File: config.mk
export PLATFORM = sky130hd
export DESIGN_NAME = proc_datapath_core_flat
export DESIGN_NICKNAME = d
export VERILOG_FILES = /design/src/rtl/proc_datapath_core_if.sv /design/src/rtl/proc_datapath_core.sv /design/src/flat_wrapper.sv
export SDC_FILE = /design/constraint.sdc
export NUM_CORES = 1
export LEC_CHECK = 0
export ABC_CLOCK_PERIOD_IN_PS = 15800
export CAP_MARGIN = 20
export CORE_MARGIN = 8
export CORE_UTILIZATION = 45
export CTS_BUF_LIST = sky130_fd_sc_hd__clkbuf_16
export DETAILED_ROUTE_END_ITERATION = 6
export HOLD_SLACK_MARGIN = 0.1
export PLACE_DENSITY = 0.92
export SLEW_MARGIN = 15
export SYNTH_ARGS = -nofsm -noshare
export SYNTH_HDL_FRONTEND = slang
export SYNTH_SLANG_ARGS = --single-unit
File: constraint.sdc
create_clock -name Clock -period 15.8 [get_ports Clock]
set_input_delay 4.74 -clock Clock [delete_from_list [all_inputs] [get_ports Clock]]
set_output_delay 4.74 -clock Clock [all_outputs]
set_load 0.05 [all_outputs]
File: src/rtl/proc_datapath_core_if.sv
// Datapath bus bundle: register values, bus selects, ALU and PC controls in;
// bus value, ALU result and PC out.
interface proc_datapath_core_if #(
    parameter int unsigned WIDTH = 16
);
    // General registers and special operands presented to the bus mux
    logic [WIDTH-1:0] R0;
    logic [WIDTH-1:0] R1;
    logic [WIDTH-1:0] R2;
    logic [WIDTH-1:0] R3;
    logic [WIDTH-1:0] R4;
    logic [WIDTH-1:0] R5;
    logic [WIDTH-1:0] R6;
    logic [WIDTH-1:0] DIN;
    logic [WIDTH-1:0] G;
    logic [WIDTH-1:0] A;

    // Bus selects
    logic             din_out;
    logic [7:0]       reg_out;
    logic             g_out;

    // ALU / PC controls
    logic [2:0]       alu_op;
    logic             pc_en;
    logic             pc_load;
    logic             pc_incr;

    // Datapath results
    logic [WIDTH-1:0] BusWires;
    logic [WIDTH-1:0] alu_result;
    logic [WIDTH-1:0] pc;

    // Control side: drives operands and controls, observes results
    modport master (
        output R0, R1, R2, R3, R4, R5, R6, DIN, G, A,
        output din_out, reg_out, g_out,
        output alu_op, pc_en, pc_load, pc_incr,
        input  BusWires, alu_result, pc
    );

    // Datapath side
    modport slave (
        input  R0, R1, R2, R3, R4, R5, R6, DIN, G, A,
        input  din_out, reg_out, g_out,
        input  alu_op, pc_en, pc_load, pc_incr,
        output BusWires, alu_result, pc
    );
endinterface

File: src/rtl/proc_datapath_core.sv
// Processor datapath core: priority bus mux, ALU fed by A and the bus,
// and the program counter (R7) which can be loaded from or driven onto the bus.
module proc_datapath_core #(
    parameter int unsigned WIDTH = 16
) (
    input  logic                Clock,
    input  logic                Reset,
    proc_datapath_core_if.slave bus
);
    localparam int unsigned SHAMT_W = (WIDTH > 1) ? $clog2(WIDTH) : 1;
    localparam int unsigned NREG    = 8;

    localparam logic [2:0] OP_ADD = 3'b000;
    localparam logic [2:0] OP_SUB = 3'b001;
    localparam logic [2:0] OP_OR  = 3'b010;
    localparam logic [2:0] OP_SLT = 3'b011;
    localparam logic [2:0] OP_SLL = 3'b100;
    localparam logic [2:0] OP_SRL = 3'b101;

    logic [WIDTH-1:0]   r_pc;
    logic [WIDTH-1:0]   w_regs [NREG];
    logic [WIDTH-1:0]   w_bus;
    logic [WIDTH-1:0]   w_alu;
    logic [SHAMT_W-1:0] w_shamt;

    // Register file view indexed by reg_out bit; slot 7 is the PC
    always_comb begin
        w_regs[0] = bus.R0;
        w_regs[1] = bus.R1;
        w_regs[2] = bus.R2;
        w_regs[3] = bus.R3;
        w_regs[4] = bus.R4;
        w_regs[5] = bus.R5;
        w_regs[6] = bus.R6;
        w_regs[7] = r_pc;
    end

    // Bus mux: DIN beats any register, lowest register index beats higher, G is last
    always_comb begin
        w_bus = '0;
        if (bus.g_out) begin
            w_bus = bus.G;
        end
        // Walk downwards so the lowest set bit is the final assignment
        for (int i = NREG - 1; i >= 0; i--) begin
            if (bus.reg_out[i]) begin
                w_bus = w_regs[i];
            end
        end
        if (bus.din_out) begin
            w_bus = bus.DIN;
        end
    end

    assign w_shamt = w_bus[SHAMT_W-1:0];

    // ALU with B taken straight from the bus; unused opcodes give zero
    always_comb begin
        w_alu = '0;
        case (bus.alu_op)
            OP_ADD:  w_alu = bus.A + w_bus;
            OP_SUB:  w_alu = bus.A - w_bus;
            OP_OR:   w_alu = bus.A | w_bus;
            OP_SLT:  w_alu = WIDTH'(bus.A < w_bus);
            OP_SLL:  w_alu = bus.A << w_shamt;
            OP_SRL:  w_alu = bus.A >> w_shamt;
            default: w_alu = '0;
        endcase
    end

    // PC: reset, then enable gate, then load over increment
    always_ff @(posedge Clock) begin
        if (Reset) begin
            r_pc <= '0;
        end else if (bus.pc_en) begin
            if (bus.pc_load) begin
                r_pc <= w_bus;
            end else if (bus.pc_incr) begin
                r_pc <= r_pc + WIDTH'(1);
            end
        end
    end

    assign bus.BusWires   = w_bus;
    assign bus.alu_result = w_alu;
    assign bus.pc         = r_pc;

endmodule

File: src/flat_wrapper.sv
// flat-port wrapper written by rule: the top's interface ports become plain ports
module proc_datapath_core_flat 
#(
    parameter int unsigned WIDTH = 16
)
  (Clock, Reset, bus_R0, bus_R1, bus_R2, bus_R3, bus_R4, bus_R5, bus_R6, bus_DIN, bus_G, bus_A, bus_din_out, bus_reg_out, bus_g_out, bus_alu_op, bus_pc_en, bus_pc_load, bus_pc_incr, bus_BusWires, bus_alu_result, bus_pc);
  proc_datapath_core_if #(.WIDTH(WIDTH)) bus_i ();
  input  logic Clock;
  input  logic Reset;
  input wire logic [$bits(bus_i.R0)-1:0] bus_R0;
  input wire logic [$bits(bus_i.R1)-1:0] bus_R1;
  input wire logic [$bits(bus_i.R2)-1:0] bus_R2;
  input wire logic [$bits(bus_i.R3)-1:0] bus_R3;
  input wire logic [$bits(bus_i.R4)-1:0] bus_R4;
  input wire logic [$bits(bus_i.R5)-1:0] bus_R5;
  input wire logic [$bits(bus_i.R6)-1:0] bus_R6;
  input wire logic [$bits(bus_i.DIN)-1:0] bus_DIN;
  input wire logic [$bits(bus_i.G)-1:0] bus_G;
  input wire logic [$bits(bus_i.A)-1:0] bus_A;
  input wire logic [$bits(bus_i.din_out)-1:0] bus_din_out;
  input wire logic [$bits(bus_i.reg_out)-1:0] bus_reg_out;
  input wire logic [$bits(bus_i.g_out)-1:0] bus_g_out;
  input wire logic [$bits(bus_i.alu_op)-1:0] bus_alu_op;
  input wire logic [$bits(bus_i.pc_en)-1:0] bus_pc_en;
  input wire logic [$bits(bus_i.pc_load)-1:0] bus_pc_load;
  input wire logic [$bits(bus_i.pc_incr)-1:0] bus_pc_incr;
  output wire logic [$bits(bus_i.BusWires)-1:0] bus_BusWires;
  output wire logic [$bits(bus_i.alu_result)-1:0] bus_alu_result;
  output wire logic [$bits(bus_i.pc)-1:0] bus_pc;
  assign bus_i.R0 = bus_R0;
  assign bus_i.R1 = bus_R1;
  assign bus_i.R2 = bus_R2;
  assign bus_i.R3 = bus_R3;
  assign bus_i.R4 = bus_R4;
  assign bus_i.R5 = bus_R5;
  assign bus_i.R6 = bus_R6;
  assign bus_i.DIN = bus_DIN;
  assign bus_i.G = bus_G;
  assign bus_i.A = bus_A;
  assign bus_i.din_out = bus_din_out;
  assign bus_i.reg_out = bus_reg_out;
  assign bus_i.g_out = bus_g_out;
  assign bus_i.alu_op = bus_alu_op;
  assign bus_i.pc_en = bus_pc_en;
  assign bus_i.pc_load = bus_pc_load;
  assign bus_i.pc_incr = bus_pc_incr;
  assign bus_BusWires = bus_i.BusWires;
  assign bus_alu_result = bus_i.alu_result;
  assign bus_pc = bus_i.pc;
  proc_datapath_core #(.WIDTH(WIDTH)) u_core (.Clock(Clock), .Reset(Reset), .bus(bus_i));
endmodule
# After elaboration in Yosys (flattened, before gate mapping)
# Cells that the tools add are included.
# W data, S select, Z words.
op_classes:
  n_addsub: 3
  multipliers: 0
  div_mod_pow: 0
  magnitude_cmp: 1
  eq_ne: 5
  shift: 2
  n_mux: 13
  bitwise: 1
  reduce_logical: 3
op_table:
  columns: ["operator", "n"]
  rows:
  - ["$mux W16", 12]
  - ["$pmux W16 S6", 1]
  - ["$add A16 B1 Y16 const B", 1]
  - ["$add A16 B16 Y16", 1]
  - ["$lt A16 B16 Y1", 1]
  - ["$or A16 B16 Y16", 1]
  - ["$shl A16 B4 Y16", 1]
  - ["$shr A16 B4 Y16", 1]
  - ["$sub A16 B16 Y16", 1]
  - ["$eq A3 B2 Y1 const B", 2]
  - ["$eq A3 B3 Y1 const B", 2]
  - ["$eq A3 B1 Y1 const B", 1]
  - ["$logic_not A3 Y1", 1]
  - ["$reduce_and A2 Y1", 1]
  - ["$reduce_bool A2 Y1", 1]
totals:
  regBits: 16
  latch_bits: 0
  ramBits: 0
  mem_bits_ro: 0
  input_bits: 178
  elab_cells: 29
  n_memories: 0

# Logic depth before layout (Yosys ltp)
logic_depth:
  word_depth: 12
  depth_mapped: 21
  mapped_depth_nobuf: 19

# Worst setup path after synthesis
# Ideal clock, no wire load.
synth_path:
  kind: "input to output"
  start: "input bus_reg_out[7]"
  end: "output bus_alu_result[15]"
  arrival_ns: 10.283
  t_required_ns: 11.060
  path_slack_ns: 0.777
  stages: 17
  path_cell_list: "buf_6 > nor2b_1 > buf_2 > a221oi_1 > o311ai_0 > o21ai_0 > o21ai_0 > o211ai_1 > a31oi_1 > inv_1 > ha_1 > or3_1 > o22ai_1 > o41ai_2 > o41ai_1 > xnor2_1 > o311ai_0"
synth_between:
  elab_chain_cells: 11
synth_lines:
  columns: ["element", "line_no", "source"]
  rows:
  - ["from (decl)", "flat_wrapper.sv:21", "input wire logic [$bits(bus_i.reg_out)-1:0] bus_reg_out;"]
  - ["$mux W16 (*) (8 in a row)", "proc_datapath_core.sv:46", "if (bus.reg_out[i]) begin"]
  - ["$mux W16 (*)", "proc_datapath_core.sv:50", "if (bus.din_out) begin"]
  - ["via bus_BusWires[7]", "flat_wrapper.sv:27", "output wire logic [$bits(bus_i.BusWires)-1:0] bus_BusWires;"]
  - ["$sub A16 B16 Y16 or $add A16 B16 Y16 (tied branches)", "proc_datapath_core.sv:62, proc_datapath_core.sv:61", null]
  - ["$pmux W16 S6 (*)", "proc_datapath_core.sv:60", "case (bus.alu_op)"]
  - ["to (decl)", "flat_wrapper.sv:28", "output wire logic [$bits(bus_i.alu_result)-1:0] bus_alu_result;"]
# Mark *: on every way through the listed nets, which the timed path passes. The rest lies on a longest branch.

# Final worst setup path
layout_path:
  start: "input bus_reg_out[6]"
  end: "output bus_alu_result[13]"
layout_between:
  elab_chain_cells: 10
layout_lines:
  columns: ["element", "line_no", "source"]
  rows:
  - ["$mux W16 (*) (7 in a row)", "proc_datapath_core.sv:46", null]
  - ["$mux W16 (*)", "proc_datapath_core.sv:50", null]
  - ["$sub A16 B16 Y16 (tied with other cells)", "proc_datapath_core.sv:62", "OP_SUB: w_alu = bus.A - w_bus;"]
  - ["$pmux W16 S6 (*)", "proc_datapath_core.sv:60", null]
# Mark *: on every way between the ends. The rest lies on a longest branch, timed or not.

==> results by stage <==
Logic synthesis:
- Of the post-synthesis cell area, the dominant cell type holds 12.16%.
- The average instance area after synthesis is 6.728 µm².
- The synthesized-area fraction occupied by ao, oa, aoi and oai cells is 38.19%.
- After synthesis, the largest family of logic cells by area is compound AO/OA/AOI/OAI gates.
- The fraction of synthesized cell area in xor and xnor cells is ~2.3%.
- The leading area contributor after synthesis is ha_1.
- Sorting the synthesized cells by area gives the leading types as ha_1 (12%), a21oi_1 (7.9%), nand2_1 (6.7%).
- The sequential share of the synthesized area is 5.661%.
- Synthesis produced a netlist whose cell count is about 840.
- Summing the areas of all fa, ha and maj instances in the mapped netlist gives between 10% and 20% of the synthesized area.
- The post-synthesis mux area share is approximately 6.3%.
- The summed instance area of the synthesized netlist is ~5700 µm².
- During synthesis, Yosys emitted a total of 0 warnings.
- The number of enable-type register cells in the synthesized netlist is 0.
- The async set-reset flop share out of synthesis is 0%.
- The synthesized netlist contains ~80 unique library cells.
- The commonest cells after synthesis are nand2_1 (101), a21oi_1 (89), nor2_1 (62).
- The most common flop cell mapped by yosys is dfxtp_1.
- The net count after synthesis is between 1000 and 1500.
- The number of storage elements in the synthesis netlist is 16.
- The cell with the most instances after synthesis is nand2_1.
- The post-synthesis share of cell area spent on and, or, nand and nor gates is 25.25%.

Placement:
- The final HPWL from detailed placement is 22680 µm.
- The count of buffers added on input and output ports is approximately 230.
- At the end of routability-driven placement, the weighted congestion stood at 1.009.

Clocking:
- TritonCTS built the clock tree.
- CTS built an H-tree with a depth of 1.
- Clock-pin slew was measured on the worst setup and hold paths at 50 ps.
- No sink is reached through more buffers than the 2 on the longest clock path.
- In this run the post-CTS setup repair buffer count came out at 0.
- The post-cts sizing count is 0.
- The number of clock sinks seen by CTS is 16.
- The clock latency of the later-clocked register in the worst-skew pair is approximately 250 ps.
- The number of buffers added to fix hold violations after cts is 0.
- Counting the buffers created by CTS gives 3.
- The cell chosen for the clock root is clkbuf_16.

Detailed routing:
- The initial detailed-routing violation count is 961.
- The first TritonRoute pass finished after 6 iterations.
- The detail route stage leaves a number of antenna-violating nets equal to 0.
- The number of vias per cell is ~6.4.
- After detailed routing, the total wire length is ~28000 µm.
- The routed wire length per instance is 23.07 µm.
- After detailed routing, the number of remaining DRC violations is 0.
- The routed via count is about 7700.

Timing:
- At the pin with the least slew margin, the transition time is between 800 and 900 ps.
- The final period demand of the worst path is around 15000 ps.
- The total count of max-transition violations in the final report is 0.
- Setup repair after global routing left no endpoint under its margin.
- Derived from the worst setup path, the maximum achievable clock frequency is between 0.06 and 0.07 GHz.
- The post-route fraction of the period consumed by the critical path is 94.08%.
- Headroom to the max-slew limit came out at between 40% and 50%.
- Setup violations remaining at the end of the flow were counted as 0.
- For the final routed database, the setup TNS stands at 0 ps.
- The number of hold violations in the final report is 0.
- For the final database, setup skew stands at 2.437 ps.

Setup path:
- In this run the critical register-to-register path is captured at u_core.bus.pc[11].
- The required time at the worst-slack endpoint is 11060 ps.
- Data on the critical path arrives at its endpoint at 10120 ps.
- The worst register-to-register path begins at u_core.bus.pc[11].
- The worst register-to-register path has a setup slack of 13220 ps.
- Tracing the worst setup path back leads to its startpoint at bus_reg_out[6].
- STA classifies the critical path startpoint as an input port.
- The type of the worst setup path is in2out.
- Along the worst path, the maximum fanout reaches 21.
- The end of the critical path is bus_alu_result[13].
- The number of cells on the worst reg-to-reg path is 8.
- The worst setup path is captured at a primary output.

Pwr:
- Combinational cells account for 78.2% of the total power.
- The power density normalized to cell area is 57.13 nW/µm².
- In this run switching power makes up between 50 and 60% of total power.
- The internal power component is 224.3 µW.
- The portion of total power attributed to sequential cells is 10.6%.
- The switching component of the power is 236.2 µW.
- Power comes to about 460 µW.
- The static leakage is 3.195 nW.
- The clock share of power is 11.2%.
- IR analysis of the VDD net gives a maximum drop of 29.09 µV.

Flow run:
- The max capacitance violation total is 0.

GRT:
- The largest net degree at the start of global routing is 40.
- The number of antenna violations at the first check in global routing is 0.
- The overall global routing resource usage is 32.41%.
- The first global-routing pass estimated roughly 42000 µm of wire.
- The via count of the first global-routing pass is 7716.
- The aggregate global routing overflow is 0.

Floorplan:
- In this run the count of I/O pins placed on the die edge is 226.
- The horizontal die dimension is 128.1 µm.
- The full die area is around 16000 µm².
- The placeable core area is ~12000 µm².
- Once the floorplan was initialized, standard cells occupied 45.39% of the core.
- The die height is 128.1 µm.
- The floorplan has 41 rows.

Hold path:
- The worst hold path class is reg2reg.

Final layout:
- At the end of the flow, the number of nets in the layout was between 1000 and 1500.
- The flip-flop count of the largest register, all copies and words added is 16.
- Cells with a size suffix above 1 make up 6.244% of the layout.
- The number of diodes added for antenna fixing is 0.
- The signed area change from the synthesized netlist to the final layout is 42.46%.

Run status:
- The run finished with clean final reports.
-- area by class of cell --
type,count,area (µm²)
repair buffers,240,2432
inverters,54,207.7
clock buffers,3,75.07
fillers,1119,4405
flip-flops and latches,16,320.3
multi-input cells,711,4806
well taps,172,215.2
clock inverters,1,3.754
-- cells in the final DEF (no fill, tap or decap), drive strengths merged, types with 6 or more instances in the layout --
cell type      count
nand3             16
o221ai            16
ha                55
and3               8
o211ai            16
nor3b             11
dfxtp             16
buf               32
o22ai             17
nor3              33
o311ai            14
nor2              65
a211oi            14
o21bai             6
o21ai             47
xnor2             10
nor2b             23
clkdlybuf4s50    208
nand2b             7
a221oi            16
or3                7
nand3b             6
a21oi             91
a31oi              8
o31ai             11
nand2            102
a2111oi            6
inv               53
mux2               6
mux2i             26
-- worst min-delay path by stage --
stage,from,endpoint,slack (ps),depth (start not counted)
after CTS,u_core.bus.pc[1],u_core.bus.pc[1],570,2
after global placement,u_core.bus.pc[13],u_core.bus.pc[13],540,2
after detailed placement,u_core.bus.pc[1],u_core.bus.pc[1],560,2
after global routing,u_core.bus.pc[1],u_core.bus.pc[1],600,2
after floorplan,u_core.bus.pc[12],u_core.bus.pc[12],710,2
final,u_core.bus.pc[1],u_core.bus.pc[1],570,2
-- routing by layer --
metal	wire, µm	part of all wire [%]	track usage [%]	up-vias
li1	-	-	-	3501
met1	9783	35	34.56	3521
met2	13490	49	57.56	540
met3	2703	9.8	7.612	115
met4	1632	5.9	18.39	0
met5	0	0	0	-
-- power groups by stage --
stage                     logic (mW)  registers (mW)  clock network [mW]
after global placement         0.353          0.0490                   0
final                          0.360          0.0486              0.0518
after CTS                      0.355          0.0483              0.0517
after floorplan                0.207          0.0569                   0
after detailed placement       0.353          0.0490                   0
after global routing           0.381          0.0489              0.0543
-- stage by stage --
| step | setup slack, ps | util [%] | cells | instance area (µm²) | hold slack [ps] |
|---|---|---|---|---|---|
| after floorplan | 777.0 | - | 841 | 5658 | 705.6 |
| after global placement | 1141 | 64.07 | 1193 | 7986 | 540.0 |
| after detailed placement | 1001 | 64.07 | 1193 | 7986 | 561.0 |
| after CTS | 970.8 | 64.70 | 1197 | 8065 | 573.2 |
| after global routing | 671.8 | 64.66 | 1197 | 8060 | 595.3 |
| final | 936.0 | 64.66 | 1197 | 8060 | 573.9 |
-- worst max-delay path, cell delays in order --
cell             delay [ps]
clkdlybuf4s50_1         760
nor2b_1                 300
nor3_1                  170
a21oi_1                  80
o21ai_0                 220
a21oi_1                  90
o311ai_0                350
o221ai_1                400
ha_1                    520
nor3_1                  190
o21ai_0                 200
a311oi_1                480
o22ai_1                 210
o41ai_2                 310
nor2_1                   90
xnor2_1                 140
a211oi_1                110
or4_1                   540
buf_4                   210
-- cells by family (layout without fill, tap and decap cells) --
logic type	Yosys count	count (layout)
AOI/OAI and AO/OA	312	312
xor gates and xnor gates	15	15
adders and majority gates	57	57
buffers and inverters	114	298
DFF	16	16
muxes	32	32
and+or+nand+nor	295	295
No activity file was read; power rests on OpenSTA's default activity.
